===== src/rtl/tdm_demultiplexer.sv =====
// -----------------------------------------------------------------------------
// tdm_demultiplexer
//
// Receive end of a 4-way time-division multiplexed datapath. A frame is four
// valid beats (slot 0..3 -> channels A..D), and its first beat is marked by
// i_sof. Beats are collected in shadow registers. o_a..o_d update together
// only when slot 3 completes the frame, and o_frame_valid pulses at the same
// time. An SOF that arrives mid-frame discards the partial frame, raises
// o_frame_err and starts a new frame.
//
// Ports
//   i_clk          system clock, rising edge
//   i_rst_n        asynchronous active-low reset
//   i_din          multiplexed data beat (WIDTH bits)
//   i_din_valid    beat qualifier; when low the block stalls
//   i_sof          start of frame, qualified by i_din_valid
//   o_a..o_d       channels 0..3 of the last complete frame
//   o_sel          slot index the next accepted beat is written to
//   o_frame_valid  one-cycle pulse: o_a..o_d just updated
//   o_frame_err    one-cycle pulse: partial frame discarded by a mid-frame SOF
// -----------------------------------------------------------------------------
module tdm_demultiplexer #(
  parameter int WIDTH = 2
) (
  input  logic             i_clk,
  input  logic             i_rst_n,
  input  logic [WIDTH-1:0] i_din,
  input  logic             i_din_valid,
  input  logic             i_sof,
  output logic [WIDTH-1:0] o_a,
  output logic [WIDTH-1:0] o_b,
  output logic [WIDTH-1:0] o_c,
  output logic [WIDTH-1:0] o_d,
  output logic [1:0]       o_sel,
  output logic             o_frame_valid,
  output logic             o_frame_err
);

  typedef enum logic {
    ST_IDLE = 1'b0,
    ST_RECV = 1'b1
  } state_t;

  state_t           r_state;
  logic [1:0]       r_sel;
  // Slot 3 never needs a shadow: it goes straight to o_d on the completing edge.
  logic [WIDTH-1:0] r_shadow0;
  logic [WIDTH-1:0] r_shadow1;
  logic [WIDTH-1:0] r_shadow2;
  logic [WIDTH-1:0] r_a;
  logic [WIDTH-1:0] r_b;
  logic [WIDTH-1:0] r_c;
  logic [WIDTH-1:0] r_d;
  logic             r_frame_valid;
  logic             r_frame_err;

  // Frame FSM: slot tracking, shadow capture, atomic output update and pulses.
  always_ff @(posedge i_clk or negedge i_rst_n) begin
    if (!i_rst_n) begin
      r_state       <= ST_IDLE;
      r_sel         <= 2'd0;
      r_shadow0     <= {WIDTH{1'b0}};
      r_shadow1     <= {WIDTH{1'b0}};
      r_shadow2     <= {WIDTH{1'b0}};
      r_a           <= {WIDTH{1'b0}};
      r_b           <= {WIDTH{1'b0}};
      r_c           <= {WIDTH{1'b0}};
      r_d           <= {WIDTH{1'b0}};
      r_frame_valid <= 1'b0;
      r_frame_err   <= 1'b0;
    end else begin
      // Pulses are single-cycle; they are re-asserted below only when earned.
      r_frame_valid <= 1'b0;
      r_frame_err   <= 1'b0;
      if (i_din_valid) begin
        case (r_state)
          ST_IDLE: begin
            // Beats without SOF are hunted past silently.
            if (i_sof) begin
              r_shadow0 <= i_din;
              r_sel     <= 2'd1;
              r_state   <= ST_RECV;
            end else begin
              r_sel     <= 2'd0;
              r_state   <= ST_IDLE;
            end
          end
          ST_RECV: begin
            if (i_sof) begin
              // Resynchronise: drop the partial frame, SOF beat becomes slot 0.
              r_frame_err <= 1'b1;
              r_shadow0   <= i_din;
              r_sel       <= 2'd1;
              r_state     <= ST_RECV;
            end else begin
              case (r_sel)
                2'd1: begin
                  r_shadow1 <= i_din;
                  r_sel     <= 2'd2;
                end
                2'd2: begin
                  r_shadow2 <= i_din;
                  r_sel     <= 2'd3;
                end
                2'd3: begin
                  r_a           <= r_shadow0;
                  r_b           <= r_shadow1;
                  r_c           <= r_shadow2;
                  r_d           <= i_din;
                  r_frame_valid <= 1'b1;
                  r_sel         <= 2'd0;
                  r_state       <= ST_IDLE;
                end
                default: begin
                  // Slot 0 is never legal in RECV; fall back to hunting.
                  r_sel   <= 2'd0;
                  r_state <= ST_IDLE;
                end
              endcase
            end
          end
          default: begin
            r_sel   <= 2'd0;
            r_state <= ST_IDLE;
          end
        endcase
      end else begin
        r_state <= r_state;
        r_sel   <= r_sel;
      end
    end
  end

  assign o_a           = r_a;
  assign o_b           = r_b;
  assign o_c           = r_c;
  assign o_d           = r_d;
  assign o_sel         = r_sel;
  assign o_frame_valid = r_frame_valid;
  assign o_frame_err   = r_frame_err;

endmodule


===== config.mk =====
export PLATFORM = sky130hd
export DESIGN_NAME = tdm_demultiplexer
export DESIGN_NICKNAME = d
export VERILOG_FILES = /design/src/rtl/tdm_demultiplexer.sv
export SDC_FILE = /design/constraint.sdc
export NUM_CORES = 1
export LEC_CHECK = 0
export BUFFER_PORTS_ARGS = -buffer_cell sky130_fd_sc_hd__clkbuf_2
export CORE_MARGIN = 5
export CORE_UTILIZATION = 55
export CTS_BUF_LIST = sky130_fd_sc_hd__clkbuf_8
export DETAILED_ROUTE_END_ITERATION = 10
export GPL_ROUTABILITY_DRIVEN = 0
export PLACE_DENSITY = 0.91
export SLEW_MARGIN = 20
export SYNTH_ARGS = -nofsm -noshare
export SYNTH_HDL_FRONTEND = slang
export SYNTH_SLANG_ARGS = --single-unit

===== constraint.sdc =====
create_clock -name i_clk -period 3 [get_ports i_clk]
set_clock_uncertainty 0.1 [all_clocks]
set_input_delay 0.15 -clock i_clk [delete_from_list [all_inputs] [get_ports i_clk]]
set_output_delay 0.15 -clock i_clk [all_outputs]
set_load 0.005 [all_outputs]

==> out/metrics.yaml <==
power:
  swShare_pct: 26.8
  p_int_mw: 0.517
  p_comb_share_pct: 22.2
  pwr-share-seq_pct: 53.6
  switchingPower_mw: 0.189
  clkPwrFrac_pct: 24.2
  power_mw: 0.706
  pwr_density_cell_nw_per_um2: 754
  ir_drop_mv: 0.526
  leakagePower_nw: 0.504
drt:
  vias_per_cell: 5.57
  drcViolationCount: 0
  drt_iter0_drc: 11
  firstDrtPassIters: 4
  routedWlPerCell_um: 16.0
  routed-via-count: 490
  drt-total-wl_mm: 1.40
  drtAntennaViolNets: 0
yosys:
  ys_async_sr_fraction_pct: 100
  synthTopCellsByArea: "dfrtp_1 (61%), mux2_2 (20%), ha_1 (4.8%)"
  synth.distinct_cells: 14
  synth_nets: 61
  ys_warn_count: 0
  synth_area_sq_um: 785
  synth_flop_cell: "dfrtp_1"
  synth_edf_count: 0
  synth_common_cells: "dfrtp_1 (19), mux2_2 (14), ha_1 (3), inv_1 (3)"
  ys_ff_latch: 19
  yosysTopAreaCell: "dfrtp_1"
  netlist.area_leader.share_pct: 60.6
  syn_area_per_cell_sq_um: 15.1
  synth_most_common_cell: "dfrtp_1"
  seq_area_frac_synth_pct: 60.6
  syn_inst: 52
clock_network:
  numCtsBuffers: 3
  htreeDepth: 1
  cts_tree: "done"
  path_clk_slew_ns: 0.07
  post_cts_resized: 0
  cts_root_buf: "clkbuf_8"
  post_cts_buffers: 0
  clock-sinks: 19
  clk_latency_ns: 0.25
  clk_path_buf_depth: 2
min_path:
  min_path_cells: 2
  min_to: "o_d[1]"
  hp-class: "in -> reg"
  worstHoldStart: "i_din[1]"
run:
  cap_viol_max_count: 0
worst_setup_path:
  critPathBufInv: 0
  reg2reg_depth: 3
  max_stage_delay_ns: 0.43
  r2r-end: "o_c[0]"
  r2r-start: "o_sel[0]"
  cp-start-kind: "flip-flop"
  cp_data_required_time_ns: 3.04
  crit_slowest_cell: "dfrtp_1"
  r2r_setup_slack_ns: 1.55
  end_kind: "flip-flop"
  path_class: "reg -> reg"
  crit_fanout: 9
  cp_cell_sequence: "ha_1 > nand4b_4 > mux2_2"
  crit_family: "flip-flops"
  crit_arrival_ns: 1.48
timing:
  setup_ws_ns: 1.55
  hold_violations: 0
  drv_slew: 0
  timing.final.crit_period_ns: 1.45
  worst_pin_slew_ns: 0.459
  finalSetupViolCount: 0
  hold_slack_ns: 0.0993
  fmax_mhz: 692
  tns_ns: 0
  finalCritPeriodShare_pct: 48.2
  maxSlewHeadroom_pct: 69.4
  rsz0062_at_grt: "no"
global_routing:
  grt_pass1_vias: 539
  grt_overflow_total: 0
  grt_max_degree: 20
  grt_use_total_pct: 15.6
  antenna_found_initial: 0
  grt_pass1_wl_mm: 2.35
die:
  core_area_sq_um: 1320
  die_w_um: 47.8
  rows: 13
  start_util_pct: 59.5
  pin_count: 18
  die_y_um: 47.8
  die_area_sq_um: 2280
layout:
  area_delta_synth_final_pct: 19.3
  design_area_sq_um: 936
  drive_above_1_share_pct: 49.3
  nets: 83
  fillers: 81
  n_antenna_cell: 0
status:
  outcome: "finished clean"
placed_design:
  dp_hpwl_mm: 1.02
  io_buffers: 17
  placed_area_sq_um: 881
  post-place-ws_ns: 1.57
==> final cells by class <==
class                   instances  area (sq um)  share of cell area [%]
well taps                      15          18.8                    2.01
clock buffers                   3          41.3                    4.41
clock inverters                 1          3.75                   0.401
repair buffers                 18          95.1                    10.2
multi-input cells              29           290                    31.0
flip-flops and latches         19           475                    50.8
inverters                       3          11.3                    1.20
==> worst max-delay path by stage <==
| stage | start | to | cells after the start | slack, ns |
|---|---|---|---|---|
| after floorplan | o_sel[0] | o_a[0] | 3 | 1.64 |
| after global placement | o_sel[0] | o_a[0] | 3 | 1.62 |
| after detailed placement | o_sel[0] | o_c[0] | 3 | 1.57 |
| after CTS | o_sel[0] | o_c[0] | 3 | 1.56 |
| after global routing | o_sel[0] | r_shadow2[0] | 4 | 1.52 |
| final | o_sel[0] | o_c[0] | 3 | 1.55 |
==> kinds of logic after synthesis <==
family	after synthesis	synth area share [%]
buf+inv	4	2.39
flops	19	60.6
fa+ha+maj	3	4.79
compound gates	4	3.03
simple gates	8	9.09
mux	14	20.1
==> metrics by stage <==
step	instances	utilization, %
6_report	88	71.0
5_1_grt	88	71.0
4_1_cts	88	71.0
3_5_place_dp	83	66.9
3_3_place_gp	83	66.9
2_1_floorplan	52	-
==> flip-flops by register name, summed over array words and instances, names as in the netlist, 2 cells and up <==
signal	flops
o_b	2
r_shadow2	2
o_d	2
o_a	2
r_shadow0	2
o_c	2
r_shadow1	2
o_sel	2
==> cells in the final DEF, fill, tap and decap left out <==
cell type / instances
dlygate4sd3_1: 1
a22o_1: 1
mux2_2: 14
nor2_1: 1
a21oi_1: 2
dfrtp_1: 19
o21ai_0: 1
nand4b_4: 1
nand2_1: 2
nand4b_1: 2
and3_2: 1
inv_1: 4
ha_1: 3
clkbuf_8: 3
nand4bb_1: 1
clkbuf_2: 17
==> per-layer routing <==
metal | global-route usage [%] | vias to the layer above | wire length [um]
met3 | 3.38 | 4 | 70
met4 | 6.45 | 0 | 21
li1 | - | 226 | -
met5 | 0 | - | 0
met2 | 28.2 | 18 | 760
met1 | 17.6 | 242 | 552
==> power by group through the flow <==
stage          Sequential, mW  Clock [mW]  Combinational, mW
5_1_grt                 0.388       0.186              0.176
2_1_floorplan           0.376           0             0.0822
4_1_cts                 0.378       0.173              0.160
3_3_place_gp            0.375           0              0.151
6_report                0.378       0.171              0.157
3_5_place_dp            0.382           0              0.158
==> what timing repair did <==
action	CTS	global route
hold buffers	1	0
endpoints found under the hold margin	19	0
endpoints found under the setup margin	0	0
(Power assumes the default switching activity.)
